File: src/rtl/aap_fetch_pkg.sv
// aap_fetch_pkg: shared types and helpers for the AAP instruction fetch stage.
//   asm_state_e : instruction assembler state (expecting first or second half)
//   is_32bit()  : classifies a halfword as the first half of a 32-bit instruction
//   AAP_PC_W    : default program counter / halfword address width
package aap_fetch_pkg;

  localparam int unsigned AAP_PC_W = 24;

  typedef enum logic {
    ASM_LO, // next halfword starts an instruction
    ASM_HI  // next halfword completes a 32-bit instruction
  } asm_state_e;

  // Bit 15 set marks the first half of a 32-bit instruction.
  function automatic logic is_32bit(input logic [15:0] hw);
    return hw[15];
  endfunction

endpackage

File: src/rtl/aap_fetch_if.sv
// aap_fetch_if: fetch-to-decoder instruction handshake.
//   out_valid : instruction available (fetch -> decoder)
//   out_ready : decoder accepts this cycle (decoder -> fetch)
//   out_instr : {16'h0,hw} for 16-bit, {hw_second,hw_first} for 32-bit
//   out_is32  : instruction is 32-bit
//   out_pc    : halfword address of the first half
// Modports: master = fetch stage, slave = decoder.
interface aap_fetch_if import aap_fetch_pkg::*; #(
  parameter int unsigned PC_W = AAP_PC_W
);

  logic            out_valid;
  logic            out_ready;
  logic [31:0]     out_instr;
  logic            out_is32;
  logic [PC_W-1:0] out_pc;

  modport master (
    output out_valid, out_instr, out_is32, out_pc,
    input  out_ready
  );

  modport slave (
    input  out_valid, out_instr, out_is32, out_pc,
    output out_ready
  );

endinterface

File: src/rtl/aap_halfword_fifo.sv
// aap_halfword_fifo: 2-entry 16-bit skid FIFO between program memory and
// the instruction assembler.
//   clock, reset : rising-edge clock, asynchronous active-low reset
//   flush        : synchronous clear (branch redirect)
//   push/push_data, pop/pop_data : write and read ports; pop_data shows the head
//   count        : number of valid entries (0..2)
// The caller never pushes into a full FIFO or pops an empty one.
module aap_halfword_fifo (
  input  logic        clock,
  input  logic        reset,
  input  logic        flush,
  input  logic        push,
  input  logic [15:0] push_data,
  input  logic        pop,
  output logic [15:0] pop_data,
  output logic [1:0]  count
);

  logic [15:0] store [2];
  logic        wr_ptr;
  logic        rd_ptr;

  // NOTE: sequential state uses non-blocking assignments so every flop
  // samples the pre-edge values of the others.
  always_ff @(posedge clock or negedge reset) begin
    if (!reset) begin
      wr_ptr <= 1'b0;
      rd_ptr <= 1'b0;
      count  <= 2'd0;
    end else if (flush) begin
      wr_ptr <= 1'b0;
      rd_ptr <= 1'b0;
      count  <= 2'd0;
    end else begin
      if (push) wr_ptr <= ~wr_ptr;
      if (pop)  rd_ptr <= ~rd_ptr;
      count <= count + 2'(push) - 2'(pop);
    end
  end

  // NOTE: the data storage is deliberately not reset; count alone decides
  // which entries are meaningful.
  always_ff @(posedge clock) begin
    if (push && !flush) store[wr_ptr] <= push_data;
  end

  assign pop_data = store[rd_ptr];

endmodule

File: src/rtl/aap_fetch.sv
// aap_fetch: AAP instruction fetch stage.
// Issues halfword reads to synchronous program memory, buffers returned
// halfwords in a 2-entry skid FIFO, assembles 16/32-bit instructions and
// hands them to the decoder. A branch redirect flushes all wrong-path state.
//   clock, reset        : rising-edge clock, asynchronous active-low reset
//   imem_en, imem_addr  : read request and halfword address (this cycle)
//   imem_rdata          : read data, valid the cycle after imem_en
//   branch_valid/target : redirect fetch; highest priority
//   dec (master)        : out_valid/out_ready/out_instr/out_is32/out_pc
module aap_fetch import aap_fetch_pkg::*; #(
  parameter int unsigned     PC_W     = AAP_PC_W,
  parameter logic [PC_W-1:0] RESET_PC = '0
) (
  input  logic            clock,
  input  logic            reset,
  output logic            imem_en,
  output logic [PC_W-1:0] imem_addr,
  input  logic [15:0]     imem_rdata,
  input  logic            branch_valid,
  input  logic [PC_W-1:0] branch_target,
  aap_fetch_if.master     dec
);

  logic [PC_W-1:0] fetch_pc;  // next address to request
  logic [PC_W-1:0] asm_pc;    // address of the next halfword the assembler takes
  logic [PC_W-1:0] hi_pc;     // address of the held first half
  logic [15:0]     hi_hw;     // held first half of a 32-bit instruction
  logic            inflight;  // a request issued last cycle returns now
  asm_state_e      asm_state;

  logic [1:0]  fifo_count;
  logic [15:0] fifo_head;
  logic        fifo_push;
  logic        fifo_pop;
  logic        use_fifo;
  logic        consume;
  logic [15:0] hw;
  logic [2:0]  credit;

  // NOTE: every always_comb output is assigned on every path, so no latch
  // can be inferred.
  always_comb begin
    use_fifo  = (fifo_count != 2'd0);
    // The assembler takes a halfword only if the output register is free
    // or being drained this cycle; a branch cancels everything.
    consume   = !branch_valid && (!dec.out_valid || dec.out_ready) &&
                (use_fifo || inflight);
    // Oldest data first: FIFO head, otherwise bypass the returning halfword.
    hw        = use_fifo ? fifo_head : imem_rdata;
    fifo_pop  = consume && use_fifo;
    fifo_push = !branch_valid && inflight && !(consume && !use_fifo);
    // A consumed halfword, popped or bypassed, frees a slot this cycle.
    // fifo_count + inflight never exceeds 2, so this cannot underflow.
    credit    = 3'd2 - 3'(fifo_count) - 3'(inflight) + 3'(consume);
    // Gated by reset so no request is presented while held in reset.
    imem_en   = reset && !branch_valid && (credit != 3'd0);
    imem_addr = fetch_pc;
  end

  aap_halfword_fifo u_fifo (
    .clock     (clock),
    .reset     (reset),
    .flush     (branch_valid),
    .push      (fifo_push),
    .push_data (imem_rdata),
    .pop       (fifo_pop),
    .pop_data  (fifo_head),
    .count     (fifo_count)
  );

  always_ff @(posedge clock or negedge reset) begin
    if (!reset) begin
      fetch_pc      <= RESET_PC;
      asm_pc        <= RESET_PC;
      hi_pc         <= '0;
      hi_hw         <= 16'h0;
      inflight      <= 1'b0;
      asm_state     <= ASM_LO;
      dec.out_valid <= 1'b0;
      dec.out_instr <= 32'h0;
      dec.out_is32  <= 1'b0;
      dec.out_pc    <= '0;
    end else if (branch_valid) begin
      // Returning rdata and any held first half are wrong-path: drop them.
      fetch_pc      <= branch_target;
      asm_pc        <= branch_target;
      inflight      <= 1'b0;
      asm_state     <= ASM_LO;
      dec.out_valid <= 1'b0;
    end else begin
      inflight <= imem_en;
      if (imem_en) fetch_pc <= fetch_pc + PC_W'(1);

      if (consume) begin
        asm_pc <= asm_pc + PC_W'(1);
        case (asm_state)
          ASM_LO: begin
            if (is_32bit(hw)) begin
              hi_hw         <= hw;
              hi_pc         <= asm_pc;
              asm_state     <= ASM_HI;
              dec.out_valid <= 1'b0;
            end else begin
              dec.out_valid <= 1'b1;
              dec.out_instr <= {16'h0, hw};
              dec.out_is32  <= 1'b0;
              dec.out_pc    <= asm_pc;
            end
          end
          ASM_HI: begin
            dec.out_valid <= 1'b1;
            dec.out_instr <= {hw, hi_hw};
            dec.out_is32  <= 1'b1;
            dec.out_pc    <= hi_pc;
            asm_state     <= ASM_LO;
          end
        endcase
      end else if (dec.out_ready) begin
        dec.out_valid <= 1'b0;
      end
    end
  end

endmodule
File: src/flat_wrapper.sv
// flat-port wrapper written by rule: the top's interface ports become plain ports
module aap_fetch_flat import aap_fetch_pkg::*;
#(
  parameter int unsigned     PC_W     = AAP_PC_W,
  parameter logic [PC_W-1:0] RESET_PC = '0
)
  (clock, reset, imem_en, imem_addr, imem_rdata, branch_valid, branch_target, dec_out_valid, dec_out_instr, dec_out_is32, dec_out_pc, dec_out_ready);
  aap_fetch_if #(.PC_W(PC_W)) dec_i ();
  input  logic clock;
  input  logic reset;
  output logic imem_en;
  output logic [PC_W-1:0] imem_addr;
  input  logic [15:0] imem_rdata;
  input  logic branch_valid;
  input  logic [PC_W-1:0] branch_target;
  output wire logic [$bits(dec_i.out_valid)-1:0] dec_out_valid;
  output wire logic [$bits(dec_i.out_instr)-1:0] dec_out_instr;
  output wire logic [$bits(dec_i.out_is32)-1:0] dec_out_is32;
  output wire logic [$bits(dec_i.out_pc)-1:0] dec_out_pc;
  input wire logic [$bits(dec_i.out_ready)-1:0] dec_out_ready;
  assign dec_out_valid = dec_i.out_valid;
  assign dec_out_instr = dec_i.out_instr;
  assign dec_out_is32 = dec_i.out_is32;
  assign dec_out_pc = dec_i.out_pc;
  assign dec_i.out_ready = dec_out_ready;
  aap_fetch #(.PC_W(PC_W), .RESET_PC(RESET_PC)) u_core (.clock(clock), .reset(reset), .imem_en(imem_en), .imem_addr(imem_addr), .imem_rdata(imem_rdata), .branch_valid(branch_valid), .branch_target(branch_target), .dec(dec_i));
endmodule
File: config.mk
export PLATFORM = sky130hd
export DESIGN_NAME = aap_fetch_flat
export DESIGN_NICKNAME = d
export VERILOG_FILES = /design/src/rtl/aap_fetch_pkg.sv /design/src/rtl/aap_fetch_if.sv /design/src/rtl/aap_halfword_fifo.sv /design/src/rtl/aap_fetch.sv /design/src/flat_wrapper.sv
export SDC_FILE = /design/constraint.sdc
export NUM_CORES = 1
export LEC_CHECK = 0
export ABC_AREA = 1
export CELL_PAD_IN_SITES_DETAIL_PLACEMENT = 1
export CELL_PAD_IN_SITES_GLOBAL_PLACEMENT = 2
export CORE_AREA = 2 2 175 177
export CTS_BUF_LIST = sky130_fd_sc_hd__clkbuf_8
export DETAILED_ROUTE_END_ITERATION = 12
export DIE_AREA = 0 0 177 179
export PLACE_DENSITY_LB_ADDON = 0.1
export SYNTH_ARGS = -nofsm -noshare
export SYNTH_HDL_FRONTEND = slang
export SYNTH_SLANG_ARGS = --single-unit
File: constraint.sdc
create_clock -name clock -period 6.85 [get_ports clock]
set_clock_uncertainty 0.2 [all_clocks]
set_input_delay 2.055 -clock clock [delete_from_list [all_inputs] [get_ports clock]]
set_output_delay 2.055 -clock clock [all_outputs]
set_load 0.02 [all_outputs]
==> metrics.txt, run 1 <==
slowest stage delay, CP 0.60 ns; maximum vdd drop 0.000112 V; R2R depth 14; Worst-path clk slew 0.10 ns; register-to-register setup slack 3.61 ns; Setup violations, final 0; crit path capture type output port; Port-buffer cells 126; # Max-Cap Violations 0; syn_area_per_cell 8.06 um2; fin worst setup slack 0.208 ns; hold slack 0.260 ns; Slew @ Worst Pin 1.08 ns; Post-layout nets 1262; wire per inst 16.7 um; Hold Path Stages 2; class of the worst hold path register to register; crit path DAT 4.39 ns; Longest Clk Path Bufs 2; first-pass GRT wire length 43400 um; CP Max Fanout 3; first-iteration detailed-routing DRC count 339; die width 177 um; starting density of the core 29.5%; initial antenna violation count 0; period utilisation layout 97.0%; Synth Flop Type dfrtp_1; status finished, final reports clean; layout cells sized above 1 4.90%; # resized after CTS 0; Post-synth top cells nand2_1, dfrtp_1, o21ai_0, inv_1, nand3_1; Net Count, Synth 1148; Layout area overhead 22.7%; Num CTS Buffers 17; async set-reset flop share out of synthesis 82.6%; Setup TNS 0 ns; Reg-to-Reg Start u_core.u_fifo.count[1]$_DFF_PN0_; Syn Std Cell Area 0.00885 mm2; relative slew slack 28.0%; post-route DRC violation count 0; synth warn 0; Final HPWL DP 19500 um; vias after detailed routing 7453; grt ovf 0; Hold-fix buffers, CTS 0; max-slew violations 0; min Tclk post-route 6.64 ns; core area 0.0300 mm2; synth unique cells 37; EDFF count, synth 32; CTS tree done; H-tree levels 4; leakage power 4.91 nW; Power Total 4.38 mW; DRT Pass-1 Iters 4; Routed Wire Length 27100 um; height of the die 179 um; type of the worst setup path input pin to output port; gpl congestion 0.787; Hold EP u_core.hi_hw[15]$_DFFE_PN0P_; number of synthesized register bits 184; fmax 151 MHz; Rows 64; pwr dens 403 mW/mm2; Yosys top cell area share 43.0%; # clock sinks 184; RSZ-0062 raised after global routing false; worst skew pair latency 0.47 ns; startpoint class of the critical path input pin; cell taking the most area after synthesis dfrtp_1; vias in the first global route 7682; r2r endpoint u_core.imem_addr[7]$_DFFE_PN0P_; sequential element share of the synthesized area 53.9%; Cell Chain, Critical Path clkdlybuf4s50_1 -> inv_1 -> nand2_1 -> nand3_4 -> fa_1 -> ha_1 -> nand2_1 -> o21ai_1 -> buf_4 -> inv_1 -> clkdlybuf4s50_1; cell count after synthesis 1098; Slowest cell on crit path clkdlybuf4s50_1; largest cells by area after synthesis dfrtp_1, nand2_1, edfxtp_1; most frequent cell after synthesis nand2_1; Final Hold Fails 0; largest net degree at the start of global routing 79; Global Route Usage Sum 17.9%; vias per inst 4.60; die area 0.0317 mm2; Setup WS pre-CTS 0.167 ns; antenna cells 0; setup bufs post-CTS 0; filler instances 3601; # IOs 127; Core Util, Final 36.1%; Critical Path RT 4.60 ns; CTS root buf clkbuf_8; post-detailed-route count of antenna-violating nets 0; worst hold start u_core.hi_hw[15]$_DFFE_PN0P_
## final cells by class
type | instances | area (um2) | area share [%]
clock buffers | 17 | 234 | 2.16
flip-flops and latches | 184 | 4770 | 43.9
multi-input cells | 769 | 3470 | 32.0
inverters | 101 | 382 | 3.52
clock inverters | 15 | 145 | 1.34
repair buffers | 139 | 1360 | 12.5
well taps | 396 | 495 | 4.57
## metal layers
metal / GRT usage, % / routed length, um / vias up
met5: 0 / 0 / -
met4: 4.48 / 272 / 0
met3: 2.35 / 604 / 14
met2: 31.8 / 13800 / 98
met1: 22.8 / 12400 / 3600
li1: - / - / 3741
## logic make-up after synthesis
family | count (synthesis) | synth area share (%)
simple gates | 572 | 26.0
flops | 184 | 53.9
compound gates | 173 | 10.5
buf+inv | 145 | 6.92
xor+xnor | 18 | 1.78
fa+ha+maj | 6 | 0.934
## how the worst max path moves through the flow
| stage | start | slack, ns | endpoint | cells after the start |
|---|---|---|---|---|
| after global placement | dec_out_ready | 0.23 | imem_en | 11 |
| final | dec_out_ready | 0.21 | imem_en | 11 |
| after CTS | dec_out_ready | 0.17 | imem_en | 11 |
| after detailed placement | dec_out_ready | 0.17 | imem_en | 11 |
| after floorplan | dec_out_ready | 0.95 | imem_en | 9 |
| after global routing | dec_out_ready | 0.03 | imem_en | 11 |
## stage by stage
| step | cells | area (um2) |
|---|---|---|
| finish | 1621 | 10900 |
| global route | 1621 | 10900 |
| floorplan | 1098 | 8850 |
| global placement | 1589 | 10500 |
| CTS | 1621 | 10900 |
| detailed placement | 1589 | 10500 |
## worst max-delay path, delay by kind of cell
family / cells / cell delay (ns)
simple gates: 3 / 0.29
compound gates: 1 / 0.08
buf+inv: 5 / 1.33
fa+ha+maj: 2 / 0.64
## sequential cells by signal, indices dropped and copies added, names as in the netlist
signal                count
u_core.u_fifo.rd_ptr      1
u_core.u_fifo.count       2
u_core.hi_hw             16
u_core.dec.out_instr     32
u_core.dec.out_valid      1
u_core.dec.out_is32       1
u_core.dec.out_pc        24
u_core.asm_pc            24
u_core.hi_pc             24
u_core.u_fifo.wr_ptr      1
u_core.inflight           1
u_core.u_fifo.store      32
u_core.asm_state          1
u_core.imem_addr         24
## power by group
part	total (mW)	switching, mW	internal, mW	leakage, nW
Sequential	1.75	0.274	1.47	2.19
Combinational	1.91	1.20	0.706	2.53
Clock	0.722	0.454	0.268	0.188
## cells in the final DEF, fill, tap and decap left out, types with 8 or more instances in the layout
| master | instances |
|---|---|
| dfrtp_1 | 151 |
| nor2_1 | 59 |
| nand3_1 | 63 |
| buf_4 | 13 |
| clkdlybuf4s50_1 | 125 |
| nand4_1 | 8 |
| o21ai_1 | 15 |
| edfxtp_1 | 32 |
| xor2_1 | 16 |
| o21ai_0 | 127 |
| clkbuf_8 | 17 |
| o211ai_1 | 13 |
| nand2_1 | 428 |
| inv_1 | 94 |
Note: power is estimated with default switching activity, not from simulation.
==> inputs of run 2 (changes only) <==
--- a/config.mk
+++ b/config.mk
@@ -8,10 +8,11 @@
 export ABC_AREA = 1
 export CELL_PAD_IN_SITES_DETAIL_PLACEMENT = 1
 export CELL_PAD_IN_SITES_GLOBAL_PLACEMENT = 2
-export CORE_AREA = 2 2 175 177
+export CORE_AREA = 2 2 167 169
 export CTS_BUF_LIST = sky130_fd_sc_hd__clkbuf_8
 export DETAILED_ROUTE_END_ITERATION = 12
-export DIE_AREA = 0 0 177 179
+export DIE_AREA = 0 0 169 171
+export GPL_ROUTABILITY_DRIVEN = 0
 export PLACE_DENSITY_LB_ADDON = 0.1
 export SYNTH_ARGS = -nofsm -noshare
 export SYNTH_HDL_FRONTEND = slang
==> constraint.sdc (replaced) <==
create_clock -name clock -period 6.8 [get_ports clock]
set_clock_uncertainty 0.2 [all_clocks]
set_input_delay 2.04 -clock clock [delete_from_list [all_inputs] [get_ports clock]]
set_output_delay 2.04 -clock clock [all_outputs]
set_load 0.02 [all_outputs]
==> run 2 against run 1 <==
Effect of this change: non-clock buffer count is 1 lower; largest cell class unchanged; worst setup slack hardly changed; clock power is 0.6% higher.
==> metrics.txt, run 2 (synthesis gave the netlist of run 1 again) <==
DRT Pass-1 Iters 4 (unchanged); crit path DAT 4.35 ns (-0.04 ns); met1 usage 23.7% (+0.88 points); # IOs 127 (unchanged); worst skew pair latency 0.46 ns (about the same); Critical Path RT 4.56 ns (-0.04 ns); filler instances 3263 (-9.4%); Longest Clk Path Bufs 2 (unchanged); Worst-path clk slew 0.11 ns (about the same); class of the worst hold path register to register; CTS tree done; relative slew slack 31.2% (+3.2 points); Setup TNS 0 ns (unchanged); Slew @ Worst Pin 1.03 ns (-0.0508 ns); die width 169 um (-4.5%); core area 0.0273 mm2 (-9.0%); Global Route Usage Sum 19.0% (+1.2 points); slowest stage delay, CP 0.60 ns (about the same); Post-layout nets 1261 (-0.079%); setup bufs post-CTS 0 (unchanged); startpoint class of the critical path input pin; height of the die 171 um (-4.5%); Cell Chain, Critical Path clkdlybuf4s50_1 -> inv_1 -> nand2_1 -> nand3_4 -> fa_1 -> ha_1 -> nand2_1 -> o21ai_1 -> buf_4 -> inv_1 -> clkdlybuf4s50_1; post-route DRC violation count 0 (unchanged); max-slew violations 0 (unchanged); vias after detailed routing 7477 (+0.32%); largest registers u_core.dec.out_instr: 32 flops, u_core.u_fifo.store: 32 flops; fmax 152 MHz; global routing's busiest layer met2; Final Hold Fails 0 (unchanged); Hold Path Stages 2 (unchanged); starting density of the core 32.4% (+2.9 points); largest net degree at the start of global routing 80 (+1.3%); type of the worst setup path input pin to output port; Setup violations, final 0 (unchanged); post-detailed-route count of antenna-violating nets 0 (unchanged); # Max-Cap Violations 0 (unchanged); Num CTS Buffers 17 (unchanged); CP Max Fanout 3 (unchanged); Final HPWL DP 18900 um (-3.1%); R2R depth 8 (-6); Layout area overhead 21.8%; wire per inst 16.7 um (about the same); GR Util met2 35.3% (+3.5 points); min Tclk post-route 6.59 ns; CTS root buf clkbuf_8; antenna cells 0 (unchanged); Port-buffer cells 126 (unchanged); Slowest cell on crit path clkdlybuf4s50_1; Routed Wire Length 26300 um (-3.1%); FF/Latch Area 0.00477 mm2 (unchanged); vias per inst 4.76 (+3.6%); layout cells sized above 1 4.82% (-0.078 points); most common cell after layout, fill and taps aside nand2_1; Design Area, Final 0.0108 mm2 (-0.72%); first-pass GRT wire length 42700 um (-1.7%); area of the multi-input gates 0.00347 mm2 (unchanged); vias in the first global route 7731 (+0.64%); commonest non-fill, non-tap cells in the layout nand2_1, dfrtp_1, o21ai_0; pwr dens 408 mW/mm2 (+1.2%); # resized after CTS 0 (unchanged); fin worst setup slack 0.207 ns (-0.000199 ns); H-tree levels 4 (unchanged); RSZ-0062 raised after global routing false; Core Util, Final 39.4% (+3.3 points); grt ovf 0 (unchanged); Placement Cell Area 0.0104 mm2 (-0.67%); die area 0.0289 mm2 (-8.8%); Setup WS pre-CTS 0.213 ns (+0.0452 ns); Rows 61 (-4.7%); # clock sinks 184 (unchanged); status finished, final reports clean; period utilisation layout 96.9%; crit path capture type output port; Hold-fix buffers, CTS 0 (unchanged); first-iteration detailed-routing DRC count 340 (+0.29%); GR Layer Usage met3 2.71% (+0.35 points); maximum vdd drop 0.000144 V (+28%); initial antenna violation count 0 (unchanged); leakage power 4.91 nW (about the same); hold slack 0.264 ns (+0.00369 ns)
-- run 2: changes by cell type in the layout (fill, tap and decap cells not counted) --
cell | before | now
clkinv_4 | 6 | 2
clkinv_1 | 3 | 1
inv_8 | 4 | 5
clkinv_8 | 2 | 1
buf_4 | 13 | 12
inv_6 | 0 | 3
inv_1 | 94 | 96
inv_4 | 1 | 2
-- run 2: stage by stage --
| stage | total power [mW] | cells |
|---|---|---|
| after floorplan | 2.93 | 1098 |
| after global routing | 4.80 | 1570 |
| after CTS | 4.50 | 1570 |
| final | 4.40 | 1570 |
| after global placement | 3.72 | 1538 |
| after detailed placement | 3.75 | 1538 |
-- run 2: where the power goes --
| group | switching, mW | internal (mW) | leakage (nW) |
|---|---|---|---|
| sequential | 0.270 | 1.49 | 2.19 |
| clock | 0.455 | 0.271 | 0.196 |
| combinational | 1.21 | 0.710 | 2.52 |
-- run 2: path summary, 6_finish.rpt --
path | from | end | slack (ns)
worst max-delay path | dec_out_ready | imem_en | 0.21
worst min-delay path | u_core.hi_hw[15]$_DFFE_PN0P_ | u_core.hi_hw[15]$_DFFE_PN0P_ | 0.26
worst max register to register | u_core.u_fifo.count[0]$_DFF_PN0_ | u_core.dec.out_valid$_DFFE_PN0P_ | 3.17
worst min register to register | u_core.hi_hw[15]$_DFFE_PN0P_ | u_core.hi_hw[15]$_DFFE_PN0P_ | 0.26
max in group asynchronous | reset | u_core.asm_state$_DFFE_PN0P_ | 3.14
min in group asynchronous | reset | u_core.imem_addr[9]$_DFFE_PN0P_ | 1.20
-- run 2: area by class of cell --
cell class                 count  area share, %
multi-input combinational    769           32.2
clock buffer                  17           2.17
tap                          346           4.02
sequential                   184           44.2
timing repair buffer         138           12.6
inverter                     101           3.54
clock inverter                15           1.28
-- run 2: metal layers --
| metal | part of all wire (%) | vias to the layer above |
|---|---|---|
| met5 | 0 | - |
| met4 | 0.84 | 0 |
| met3 | 1.9 | 10 |
| met2 | 53 | 91 |
| met1 | 45 | 3636 |
| li1 | - | 3740 |
-- run 2: worst max-delay path: cells and delay by family --
| family | cells | cell delay, ns |
|---|---|---|
| AO/OA/AOI/OAI | 1 | 0.05 |
| adder cells (fa/ha/maj) | 2 | 0.65 |
| buffers and inverters | 5 | 1.32 |
| AND/OR/NAND/NOR | 3 | 0.29 |
==> inputs of run 3 (changes only) <==
==> constraint.sdc (replaced) <==
create_clock -name clock -period 6.25 [get_ports clock]
set_clock_uncertainty 0.2 [all_clocks]
set_input_delay 1.875 -clock clock [delete_from_list [all_inputs] [get_ports clock]]
set_output_delay 1.875 -clock clock [all_outputs]
set_load 0.02 [all_outputs]
==> run 3 against run 2 <==
Effect of this change: via count rose by 0.41%; final cell count barely moved; largest power group unchanged; sequential power rose by 11%; worst setup slack improved by 0.19 ns; clock-buffer cell count rose by 1; sequential cell count did not move; die area did not move.
==> metrics.txt, run 3 (synthesis gave the netlist of run 1 again) <==
first-pass GRT wire length 42600 um (-0.13%); filler instances 3283 (+0.61%); largest registers u_core.dec.out_instr: 32 flops, u_core.u_fifo.store: 32 flops; core area 0.0273 mm2 (unchanged); Final HPWL DP 18600 um (-1.5%); Port-buffer cells 126 (unchanged); pwr dens 444 mW/mm2 (+8.7%); wire per inst 16.8 um (+0.20%); FF/Latch Area 0.00477 mm2 (unchanged); Post-Layout Cell Count 1571 (+0.064%); Num CTS Buffers 17 (unchanged); R2R depth 8 (unchanged); crit path capture type output port; grt ovf 0 (unchanged); register-to-register setup slack 3.08 ns (-0.09 ns); largest net degree at the start of global routing 153 (+91%); Worst-path clk slew 0.10 ns (about the same); vias after detailed routing 7508 (+0.41%); fmax 171 MHz; Setup WS pre-CTS 0.00328 ns (-0.209 ns); fin worst setup slack 0.398 ns (+0.191 ns); met1 usage 23.9% (+0.20 points); Critical Path RT 4.18 ns (-0.38 ns); area of the multi-input gates 0.00347 mm2 (unchanged); commonest non-fill, non-tap cells in the layout nand2_1, dfrtp_1, o21ai_0; vias in the first global route 7707 (-0.31%); global routing's busiest layer met2; layout cells sized above 1 4.98% (+0.16 points); initial antenna violation count 0 (unchanged); height of the die 171 um (unchanged); Hold Path Stages 2 (unchanged); Buf/Inv on CP 5 (unchanged); status finished, final reports clean; starting density of the core 32.4% (unchanged); Stages on worst setup path 11 (unchanged); startpoint class of the critical path input pin; min Tclk post-route 5.85 ns; CP Max Fanout 2 (-1); Post-layout nets 1262 (+0.079%); Cells after DPL 1539 (+0.065%); CTS tree done; first-iteration detailed-routing DRC count 435 (+28%); # IOs 127 (unchanged); most common cell after layout, fill and taps aside nand2_1; Layout area overhead 22.1%; Rows 61 (unchanged); DRT Pass-1 Iters 4 (unchanged); # clock sinks 184 (unchanged); # Max-Cap Violations 0 (unchanged); type of the worst setup path input pin to output port; period utilisation layout 93.6%; CTS root buf clkbuf_8; class of the worst hold path register to register; setup bufs post-CTS 0 (unchanged); GR Util met2 34.7% (-0.57 points); die width 169 um (unchanged); leakage power 4.94 nW (+0.59%); Cell Chain, Critical Path clkdlybuf4s50_1 -> inv_1 -> nand2_1 -> nand3_4 -> fa_1 -> ha_1 -> nand2_1 -> o21ai_1 -> buf_4 -> inv_1 -> dlymetal6s2s_1; Global Route Usage Sum 19.0% (about the same); post-route DRC violation count 0 (unchanged); hold slack 0.259 ns (-0.00556 ns); post-detailed-route count of antenna-violating nets 0 (unchanged); Final Hold Fails 0 (unchanged); CP top delay family buffers and inverters; maximum vdd drop 0.000139 V (-3.3%); Routed Wire Length 26300 um (+0.27%); Setup TNS 0 ns (unchanged); crit path DAT 3.78 ns (-0.57 ns); antenna cells 0 (unchanged); die area 0.0289 mm2 (unchanged); slowest stage delay, CP 0.45 ns (-0.15 ns); Slowest cell on crit path clkdlybuf4s50_1; max-slew violations 0 (unchanged); vias per inst 4.78 (+0.35%); worst skew pair latency 0.46 ns (about the same); Longest Clk Path Bufs 2 (unchanged); relative slew slack 33.0% (+1.8 points); RSZ-0062 raised after global routing false; Setup violations, final 0 (unchanged); H-tree levels 4 (unchanged); GR Layer Usage met3 3.05% (+0.35 points); Slew @ Worst Pin 1.01 ns (-0.0239 ns)
## run 3: cell count changes in the layout (fill, tap and decap cells not counted)
cell	previous run	this run
inv_6	3	2
clkinv_4	2	4
clkbuf_8	17	18
inv_8	5	6
clkinvlp_4	1	0
clkdlybuf4s50_1	125	124
buf_12	0	1
inv_1	96	95
dlymetal6s2s_1	0	1
clkinv_8	1	0
## run 3: tightest hold or removal path, stage by stage, from the launching register on
cell and delay [ns]:
dfrtp_1 0.33, inv_1 0.04, nand2_1 0.05
## run 3: power by group
group	leakage (nW)	switching (mW)	internal (mW)	total [mW]
Sequential	2.19	0.321	1.62	1.94
Clock	0.201	0.495	0.307	0.801
Combinational	2.54	1.28	0.776	2.06
## run 3: final timing paths
check                                                   end                              from
setup / recovery                                    imem_en                     dec_out_ready
hold / removal                 u_core.hi_hw[15]$_DFFE_PN0P_      u_core.hi_hw[15]$_DFFE_PN0P_
setup reg to reg                u_core.hi_pc[8]$_DFFE_PN0P_  u_core.u_fifo.count[0]$_DFF_PN0_
hold reg to reg                u_core.hi_hw[15]$_DFFE_PN0P_      u_core.hi_hw[15]$_DFFE_PN0P_
max in group asynchronous      u_core.hi_pc[13]$_DFFE_PN0P_                             reset
min in group asynchronous  u_core.u_fifo.rd_ptr$_DFFE_PN0P_                             reset
## run 3: area by class of cell
cell class | instances | share of cell area [%]
well taps | 346 | 4.01
inverters | 101 | 3.53
multi-input cells | 769 | 32.1
repair buffers | 139 | 12.7
clock buffers | 18 | 2.29
clock inverters | 14 | 1.20
flip-flops and latches | 184 | 44.1
## run 3: repair_timing
action,in CTS,in global routing
resized for setup,0,1
hold buffers,0,0
setup endpoints to repair,0,1
## run 3: layer usage
layer / up-vias / share of wire [%]
met5: - / 0
met4: 0 / 0.92
met3: 16 / 2.1
met2: 101 / 52
met1: 3655 / 45
li1: 3736 / -
## run 3: through the flow
step / area (um2) / util [%] / total power, mW
floorplan: 8850 / - / 3.19
global placement: 10400 / 38.1 / 4.05
detailed placement: 10400 / 38.1 / 4.08
CTS: 10800 / 39.5 / 4.91
global route: 10800 / 39.5 / 5.24
finish: 10800 / 39.5 / 4.80
